===== config.mk =====
export PLATFORM = sky130hd
export DESIGN_NAME = timer_ctrl
export DESIGN_NICKNAME = d
export VERILOG_FILES = /design/src/rtl/timer_ctrl.sv
export SDC_FILE = /design/constraint.sdc
export NUM_CORES = 1
export LEC_CHECK = 0
export CORE_MARGIN = 3
export CORE_UTILIZATION = 47
export DETAILED_ROUTE_END_ITERATION = 10
export PLACE_DENSITY = 0.77
export SYNTH_ARGS = -nofsm -noshare
export SYNTH_HDL_FRONTEND = slang
export SYNTH_SLANG_ARGS = --single-unit

===== constraint.sdc =====
create_clock -name wb_clk_i -period 3.11 [get_ports wb_clk_i]
set_input_delay 0.4665 -clock wb_clk_i [delete_from_list [all_inputs] [get_ports wb_clk_i]]
set_output_delay 0.4665 -clock wb_clk_i [all_outputs]
set_load 0.02 [all_outputs]

===== src/rtl/timer_ctrl.sv =====
// Prescaled seconds timer with alarm, auto-reload and a small register file.
// A 32-bit prescale counter produces one tick per PRESCALE+1 clocks while
// running; each tick advances the seconds counter and may raise the alarm.
module timer_ctrl #(
  parameter logic [31:0] DEFAULT_PRESCALE = 32'd79999999,
  parameter int          CNT_W            = 16
) (
  input  logic             wb_clk_i,
  input  logic             wb_rst_i,
  input  logic             cfg_we,
  input  logic [1:0]       cfg_addr,
  input  logic [31:0]      cfg_wdata,
  output logic [31:0]      cfg_rdata,
  input  logic             cmd_start,
  input  logic             cmd_stop,
  input  logic             cmd_clear,
  output logic             tick_o,
  output logic [CNT_W-1:0] seconds_o,
  output logic [1:0]       state_o,
  output logic             irq_o
);

  typedef enum logic [1:0] {
    ST_IDLE  = 2'd0,
    ST_RUN   = 2'd1,
    ST_PAUSE = 2'd2,
    ST_ALARM = 2'd3
  } state_t;

  localparam logic [1:0] ADDR_PRESCALE = 2'd0;
  localparam logic [1:0] ADDR_ALARM    = 2'd1;
  localparam logic [1:0] ADDR_CTRL     = 2'd2;
  localparam logic [1:0] ADDR_STATUS   = 2'd3;

  state_t             state_reg;
  logic [31:0]        prescale_reg;
  logic [CNT_W-1:0]   alarm_reg;
  logic               alarm_en_reg;
  logic               auto_reload_reg;
  logic [31:0]        count_reg;
  logic [CNT_W-1:0]   seconds_reg;
  logic               tick_reg;
  logic               irq_reg;

  logic [CNT_W-1:0]   seconds_inc;
  logic               period_done;
  logic               alarm_hit;
  logic               status_clr;

  // Seconds+1 is compared against ALARM in CNT_W bits, so it wraps like the counter.
  assign seconds_inc = seconds_reg + {{(CNT_W-1){1'b0}}, 1'b1};
  assign period_done = (count_reg >= prescale_reg);
  assign alarm_hit   = alarm_en_reg && (seconds_inc == alarm_reg);
  assign status_clr  = cfg_we && (cfg_addr == ADDR_STATUS) && cfg_wdata[0];

  // Configuration registers; new values are seen by the datapath one cycle later.
  always_ff @(posedge wb_clk_i) begin
    if (wb_rst_i) begin
      prescale_reg    <= DEFAULT_PRESCALE;
      alarm_reg       <= '0;
      alarm_en_reg    <= 1'b0;
      auto_reload_reg <= 1'b0;
    end else if (cfg_we) begin
      case (cfg_addr)
        ADDR_PRESCALE: prescale_reg <= cfg_wdata;
        ADDR_ALARM:    alarm_reg    <= cfg_wdata[CNT_W-1:0];
        ADDR_CTRL: begin
          alarm_en_reg    <= cfg_wdata[0];
          auto_reload_reg <= cfg_wdata[1];
        end
        default: ;
      endcase
    end
  end

  // Run-control FSM with prescale counter, seconds counter, tick pulse and sticky irq.
  // The irq clear is written before any set so a same-cycle alarm wins.
  always_ff @(posedge wb_clk_i) begin
    if (wb_rst_i) begin
      state_reg   <= ST_IDLE;
      count_reg   <= '0;
      seconds_reg <= '0;
      tick_reg    <= 1'b0;
      irq_reg     <= 1'b0;
    end else begin
      tick_reg <= 1'b0;
      if (status_clr) begin
        irq_reg <= 1'b0;
      end
      if (cmd_clear) begin
        state_reg   <= ST_IDLE;
        count_reg   <= '0;
        seconds_reg <= '0;
        irq_reg     <= 1'b0;
      end else begin
        case (state_reg)
          ST_IDLE, ST_PAUSE: begin
            // A concurrent stop outranks start, and stop is a no-op here.
            if (!cmd_stop && cmd_start) begin
              state_reg <= ST_RUN;
            end
          end
          ST_RUN: begin
            if (cmd_stop) begin
              state_reg <= ST_PAUSE;
            end else if (period_done) begin
              count_reg <= '0;
              tick_reg  <= 1'b1;
              if (alarm_hit) begin
                irq_reg <= 1'b1;
                if (auto_reload_reg) begin
                  seconds_reg <= '0;
                end else begin
                  seconds_reg <= alarm_reg;
                  state_reg   <= ST_ALARM;
                end
              end else begin
                seconds_reg <= seconds_inc;
              end
            end else begin
              count_reg <= count_reg + 32'd1;
            end
          end
          default: ; // ST_ALARM holds everything until a clear
        endcase
      end
    end
  end

  // Combinational register read-back.
  always_comb begin
    cfg_rdata = '0;
    case (cfg_addr)
      ADDR_PRESCALE: cfg_rdata = prescale_reg;
      ADDR_ALARM:    cfg_rdata[CNT_W-1:0] = alarm_reg;
      ADDR_CTRL:     cfg_rdata[1:0] = {auto_reload_reg, alarm_en_reg};
      default: begin
        cfg_rdata[CNT_W-1:0]   = seconds_reg;
        cfg_rdata[CNT_W +: 2]  = state_reg;
        cfg_rdata[CNT_W + 2]   = irq_reg;
      end
    endcase
  end

  assign tick_o    = tick_reg;
  assign seconds_o = seconds_reg;
  assign state_o   = state_reg;
  assign irq_o     = irq_reg;

endmodule


Word-level counts from Yosys, hierarchy flattened
Cells that the tools add are included.
- word-level logic and storage cells: 61
- register bits after elaboration: 102
- output and inout port bits: 52
- bits of input ports: 40
- mux-type cells: 19
- equality and inequality tests: 10
- order comparisons: 1
- add/subtract/negate cells: 2
- bitwise logic cells: 2
- reduce and logical (&&, ||, !) cells: 18
- operators with widths (operator ; number):
    $pmux W14 S3 ; 1
    $add A32 B1 Y32 const B ; 1
    $ge A32 B32 Y1 ; 1
    $mux W16 ; 2
    $mux W32 ; 1
    $add A16 B1 Y16 const B ; 1
    $eq A16 B16 Y1 ; 1
    $mux W13 ; 1
    $mux W2 ; 5
    $ne A3 B3 Y1 const B ; 3
    $reduce_and A2 Y1 ; 4
    $eq A2 B2 Y1 const B ; 3
    $mux W1 ; 6
    $pmux W2 S3 ; 1
    $pmux W3 S2 ; 1
    $reduce_or A2 Y1 ; 3
    $reduce_and A5 Y1 ; 1
    $eq A2 B1 Y1 const B ; 2
    $logic_and A1 B1 Y1 ; 4
    $logic_not A2 Y1 ; 2
    $pmux W2 S2 ; 1
    $reduce_or A4 Y1 ; 1
    $reduce_and A3 Y1 ; 1
    $ne A2 B2 Y1 const B ; 1
    other kinds (3) ; 4

Depth between registers and ports, before layout
- depth after elaboration: 8
- gate-level depth with buffers: 12
- depth with buffers taken out: 10

Worst setup path before layout
OpenSTA, ideal clock, no wires.
- path type: register to register
- from: register seconds_reg[6] (netlist: seconds_o[6])
- to: register seconds_reg[14] (netlist: seconds_o[14])
- library setup time: 0.114 ns
- stages on the path, launching flop included: 12
- arrival: 2.744 ns
- required time: 2.996 ns
- period minus slack after synthesis: 2.858 ns
- buffers on the path: 3
- slack: 0.252 ns
- path through: dfxtp_1 -> buf_2 -> nand4_1 -> or4_1 -> xnor2_1 -> a2111oi_2 -> nand4_1 -> buf_4 -> buf_6 -> a32oi_1 -> o41ai_1 -> a21o_1
- longest elaborated chain between the ends: 4
- ends and longest elaborated chain (what ; line ; text):
    start: declaration ; 41 ; logic [CNT_W-1:0] seconds_reg;
    start signal: assignment ; 114 ; seconds_reg <= alarm_reg;
    start signal: assignment ; 118 ; seconds_reg <= seconds_inc;
    $add A16 B1 Y16 (*) ; 51 ; assign seconds_inc = seconds_reg + {{(CNT_W-1){1'b0}}, 1'b1};
    $eq A16 B16 Y1 ; 53 ; assign alarm_hit = alarm_en_reg && (seconds_inc == alarm_reg);
    $logic_and A1 B1 Y1 ; 53 ;
    $mux W16 (*) ; 109 ; if (alarm_hit) begin
Mark *: on every way between the ends. The rest lies on a longest branch, timed or not.
A chain may end at the register's enable or synchronous reset.

Final worst setup path
- from: register seconds_reg[4] (netlist: seconds_o[4])
- to: register seconds_reg[12] (netlist: seconds_o[12])
The elaborated chain is that of the path after synthesis.

==> impl_metrics.yaml <==
worst_setup_path:
  crit_chain: "inv_1, or4_1, xnor2_1, a2111oi_2, nand4_1, nor3b_2, buf_4, a32oi_1, nand2_1"
  regToRegStartpoint: "seconds_o[4]"
  crit_fanout: 10
  ff2ff_path_depth: 9
  critPathTopFamily: "simple AND/OR/NAND/NOR gates"
  critPathBufInv: 2
  worst_ep_arrival_time_ps: 3180
  end_kind: "flop"
  crit_type: "flop to flop"
  worst_path_max_delay_cell: "or4_1"
  critPathMaxStageDelay_ps: 620
  cp-start-kind: "flop"
  required_ps: 3350
  regToRegSetupSlack_ps: 170
  worstReg2RegEnd: "seconds_o[12]"
synthesis:
  yosysWarnings: 0
  syn_avg_cell_area_um2: 7.86
  synth_top_family_by_area: "simple AND/OR/NAND/NOR gates"
  yosys.area_share.simple_pct: 24.7
  synth-seq-area-share_pct: 34.0
  synth-xor-area-share_pct: 6.71
  synth_fa_ha_area_share_pct: 7.08
  synth_cells: 764
  synth_nets: 838
  synth_compound_area_share_pct: 17.4
  async_flop_share_pct: 0
  ys.flop_type: "dfxtp_1"
  synthMuxAreaShare_pct: 3.58
  ys_seq_elements: 102
  synth_edf_count: 0
  synth_cell_types: 61
  synthesis.area_um2: 6010
die:
  ios: 92
  num_rows: 40
  dieHeight_um: 119
  die_x_um: 119
  core_um2: 12300
  start_util_pct: 49.0
  die_area_um2: 14200
power:
  peakVddDrop_uv: 236
  power_density_nw_per_um2: 374
  p_leak_nw: 2.98
sta:
  max_freq_mhz: 340
  max-slew-margin-rel_pct: 52.1
  fin_crit_sh_pct: 94.5
  tightest_slew_ps: 716
  setup_viol: 0
  finalMaxSlewViolations: 0
  rsz0062_at_grt: "no"
  hold_violations: 0
  setup-tns-final_ps: 0
  fin_skew_ps: 10.6
  period_needed_ps: 2940
cts:
  root_buffer: "clkbuf_16"
  post-cts-setup-buffer-count: 0
  ctsHoldBuffers: 0
  h-tree-depth: 3
  cts_buffers: 9
  clk_latency_ps: 350
  cts_tree: "yes"
  clk_pin_slew_ps: 70
  cts.sinks: 102
  clk_path_buf_depth: 2
layout:
  layout_commonest_cell: "nand2_1"
  syn2layout_area_growth_pct: 24.7
  layout.filler_cells: 1069
  drive_above_1_share_pct: 7.63
  final_core_util_pct: 61.1
  mostFrequentLayoutCells: "nand2_1 (117), dfxtp_1 (102), clkdlybuf4s50_1 (90), nor2_1 (71), a21oi_1 (53)"
  antenna_cells: 0
  nets: 922
  multi_input_area_um2: 3590
  ff_latch_area_um2: 2040
global_route:
  grt_pass1_wl_um: 29000
  grt_max_degree: 49
  track_usage_pct: 25.0
  grt_overflow: 0
  grt_pass1_vias: 5754
  antenna_found_initial: 0
detailed_routing:
  vias_per_cell: 5.87
  route.detailed.drc: 0
  drtIter0Drc: 754
  wl_per_cell_um: 17.6
  antenna_left: 0
  vias: 5984
  drt_wl_total_um: 18000
  drtPass1Iterations: 5
hold_path:
  min-delay-start: "prescale_reg[31]"
  min_to: "prescale_reg[31]"
  whs_path_depth: 2
  hp-class: "flop to flop"
placed_design:
  place_congestion: 0.927
  numPortBuffers: 91
  place_hpwl_um: 13400
outcome:
  status: "complete, no violations"
job:
  drv_cap: 0
[cell type report]
type | instances | area share, %
multi-input combinational | 567 | 47.9
sequential | 102 | 27.3
timing repair buffer | 125 | 16.0
clock buffer | 10 | 3.19
tap | 168 | 2.81
inverter | 43 | 2.15
clock inverter | 5 | 0.668
[per-stage QoR]
step | setup WS [ps] | power, mW | cell area [µm²] | hold slack, ps | instances
global route | 4.42 | 2.89 | 7490 | 478 | 1020
detailed placement | -0.792 | 1.69 | 7180 | 447 | 1005
global placement | -13.9 | 1.69 | 7180 | 445 | 1005
floorplan | 252 | 1.54 | 6010 | 436 | 764
CTS | 90.3 | 2.81 | 7470 | 456 | 1020
finish | 170 | 2.80 | 7490 | 453 | 1020
[per-layer routing]
metal / share of wire (%) / GRT usage [%] / routed length, µm / up-vias
met5: 0 / 0 / 0 / -
met4: 2.9 / 10.6 / 522 / 0
met3: 6.9 / 4.32 / 1240 / 50
met2: 47 / 40.7 / 8400 / 274
met1: 43 / 32.7 / 7810 / 2817
li1: - / - / - / 2843
[cells by family (layout without fill, tap and decap cells)]
kind of cell | Yosys count | in the layout
simple gates | 311 | 311
compound gates | 157 | 157
flops | 102 | 102
buf+inv | 95 | 183
xor+xnor | 46 | 46
fa+ha+maj | 34 | 34
mux | 19 | 19
[Yosys cell counts (3+ instances only)]
cell       number  share of area (%)
and4_1          9                1.3
ha_1           34                7.1
o21ai_1         3               0.25
o21ai_0        25                2.1
nor4_1          3               0.31
nand2_1       117                7.3
buf_2           6               0.50
dfxtp_1       102                 34
and2_1          3               0.31
a211o_1        16                2.3
a21oi_1        53                4.4
a31oi_1         4               0.42
a22o_1          3               0.44
or2_2           3               0.31
nor3_2          3               0.50
a32oi_1         4               0.58
a2111oi_0       3               0.44
nand2b_1        3               0.31
buf_1           6               0.37
o41ai_1         3               0.44
nor2b_1         8               0.83
nor2_1         71                4.4
a22oi_1         8                1.0
nand4_1        23                2.4
and3_1         10                1.0
xnor2_1        20                2.9
nand3_1        24                2.0
or3_1           6               0.62
clkbuf_1       33                2.1
buf_4           6               0.75
mux2i_1        17                2.8
xor2_1         26                3.8
a21o_1         11                1.4
nor3_1         19                1.6
inv_1          43                2.7
[worst min-delay path, delay by kind of cell, from the launching register on]
kind	cells	cell delay (ps)
AO/OA/AOI/OAI	1	50
flip-flops	1	310
AND/OR/NAND/NOR	1	50
[worst max path at each step]
stage	end	cells past startpoint	slack (ps)	startpoint
after floorplan	seconds_o[14]	11	250	seconds_o[6]
after global placement	seconds_o[12]	12	-10	count_reg[0]
after detailed placement	seconds_o[12]	12	-0.8	count_reg[0]
after CTS	seconds_o[12]	12	90	count_reg[0]
after global routing	seconds_o[15]	9	4	seconds_o[4]
final	seconds_o[12]	9	170	seconds_o[4]
[power by group]
group          internal (mW)  switching (mW)  leakage (nW)  total, mW
Clock                  0.636           0.498         0.148       1.13
Sequential              1.33          0.0241         0.827       1.36
Combinational          0.141           0.171          2.00      0.312
[what timing repair did]
item	4_1_cts	5_1_grt
endpoints found under the setup margin	1	46
resized for setup	1	3
pin swaps	0	1
cloned	0	0
No activity file was read; power rests on OpenSTA's default activity.
==> RTL change, RTL diff (same settings) <==
Set the parameter `CNT_W` to 18 (it was 16).
--- a/src/rtl/timer_ctrl.sv
+++ b/src/rtl/timer_ctrl.sv
@@ -5,3 +5,3 @@
   parameter logic [31:0] DEFAULT_PRESCALE = 32'd79999999,
-  parameter int          CNT_W            = 16
+  parameter int          CNT_W            = 18
 ) (
Interface: changed (resized seconds_o); port bits go from 92 to 94. The function was not compared with the original's and may differ.
==> RTL change against the unedited design <==
Non-clock buffer count is 16 higher; sequential cell count increased by 4; wire length up 4.5%; sequential share of layout area shrank 0.70 points; total power rose by 2.1%; largest cell class unchanged; final area up 6.7%; worst setup slack got worse by 0.035 ns; largest power group unchanged; clock skew down 0.0043 ns; synthesized cell count grew 7.9%; count of clock-buffer cells in the layout is 3 higher; synthesized area is 6.8% higher; final cell count up 8.0%.
==> RTL change: results (changes against the unedited design) <==
async_flop_share_pct: 0  # unchanged
ys_seq_area_share_pct: 33.07  # was 33.99%
grt_usage_pct: 24.80  # was 25.03%
clk_pin_slew_ns: 0.07  # about the same
antenna_found_initial: 0  # unchanged
drt_wl_total_mm: 18.77  # was 17.96 mm
synth.area.top_cells: "dfxtp_1 33%, nand2_1 7.8%, ha_1 6.6%, a21oi_1 4.3%, nor2_1 4.2%"  # was dfxtp_1 34%, nand2_1 7.3%, ha_1 7.1%, nor2_1 4.4%, a21oi_1 4.4%
finClkSkew_ns: 0.006315  # was 0.01060 ns
grt_pass1_wl_mm: 29.49  # was 28.99 mm
dpl_worst_slack_ns: 0.06366  # was -0.0007923 ns
numCtsBuffers: 9  # unchanged
hpwl_mm: 14.07  # was 13.44 mm
cp_data_arrival_time_ns: 3.21  # was 3.18 ns
ys.flop_type: "dfxtp_1"  # unchanged
syn_nets: 898  # was 838
ys_warn_count: 0  # unchanged
grt_pass1_vias: 5779  # was 5754
firstDrtPassIters: 5  # unchanged
gp_congestion: 0.9767  # was 0.9273
synth_edf_count: 0  # unchanged
wl_per_cell_um: 17.03  # was 17.61 um
ys_seq_elements: 106  # was 102
yosys-top-cells-count: "134 x nand2_1, 106 x dfxtp_1, 72 x nor2_1, 55 x a21oi_1, 43 x inv_1"  # was 117 x nand2_1, 102 x dfxtp_1, 71 x nor2_1, 53 x a21oi_1, 43 x inv_1
status: "completed"  # unchanged
drive_gt1_share_pct: 9.071  # was 7.629%
portBuffers: 93  # was 91
hold_class: "flop to flop"  # unchanged
dpl_cell_area_mm2: 0.007671  # was 0.007184 mm2
syn-instance-count: 824  # was 764
crit_family: "simple AND/OR/NAND/NOR gates"  # unchanged
peakVddDrop_v: 0.0002924  # was 0.0002356 V
placed_cells: 1086  # was 1005
cp_max_fo: 18  # was 10
drtIter0Drc: 667  # was 754
total_leakage_power_nw: 3.167  # was 2.977 nW
internal_power_mw: 2.142  # was 2.109 mW
cts_setup_buffers: 0  # unchanged
diodes: 0  # unchanged
clk_latency_ns: 0.35  # about the same
cts_resized: 0  # was 1
fin_nets: 995  # was 922
post_synth_num_cell_types: 64  # was 61
root_buffer: "clkbuf_16"  # unchanged
clock_path_buffers: 2  # unchanged
slowest_stage: "dfxtp_1"  # was or4_1
cpPeakStageDelay_ns: 0.44  # was 0.62 ns
vias: 6340  # was 5984
grt_max_degree: 54  # was 49
htree_num_levels: 3  # unchanged
slew_headroom_pct: 51.38  # was 52.09%
-- RTL change: changes by cell type after synthesis, sizes merged, moves of 5 or more --
cell / delta
a2bb2oi: +6
nand4: -5
a22oi: -6
nand3: +18
nor2b: -5
a32oi: +15
nand2: +17
o21ai: +8
a21o: -5
-- RTL change: cells by family (layout without fill, tap and decap cells) --
family                   after synthesis  in the layout  share of synthesized area [%]
buffers and inverters                 99            201                          6.765
AO/OA/AOI/OAI                        171            171                          17.74
multiplexers                          22             22                          3.841
AND/OR/NAND/NOR                      349            349                          26.09
XOR/XNOR                              43             43                          5.869
flip-flops                           106            106                          33.07
adder cells (fa/ha/maj)               34             34                          6.629
-- RTL change: final timing paths --
kind	from	slack, ns	endpoint	cells after the start
worst max register to register	seconds_o[7]	0.14	seconds_o[5]	10
worst max-delay path	seconds_o[7]	0.14	seconds_o[5]	10
worst min-delay path	prescale_reg[25]	0.46	prescale_reg[25]	2
worst min register to register	prescale_reg[25]	0.46	prescale_reg[25]	2
-- RTL change: power groups by stage --
stage               combinational, mW  sequential (mW)  clock, mW
global route                    0.348             1.41       1.20
CTS                             0.320             1.41       1.15
detailed placement              0.318             1.44          0
floorplan                       0.173             1.43          0
global placement                0.315             1.44          0
finish                          0.321             1.41       1.13
-- RTL change: metal layers --
layer	wire length, um	vias to the layer above	GRT usage, %
met5	0	-	0
met4	488	0	10.43
met3	1186	33	3.687
met2	8607	226	38.67
met1	8488	2984	34.21
li1	-	3097	-
-- RTL change: final cells by class --
class                   instances  area, um2
clock inverters                 3      21.27
flip-flops and latches        106       2122
fillers                      1165       5303
inverters                      44      165.2
clock buffers                  13      270.3
multi-input cells             619       3895
repair buffers                141       1299
well taps                     176      220.2
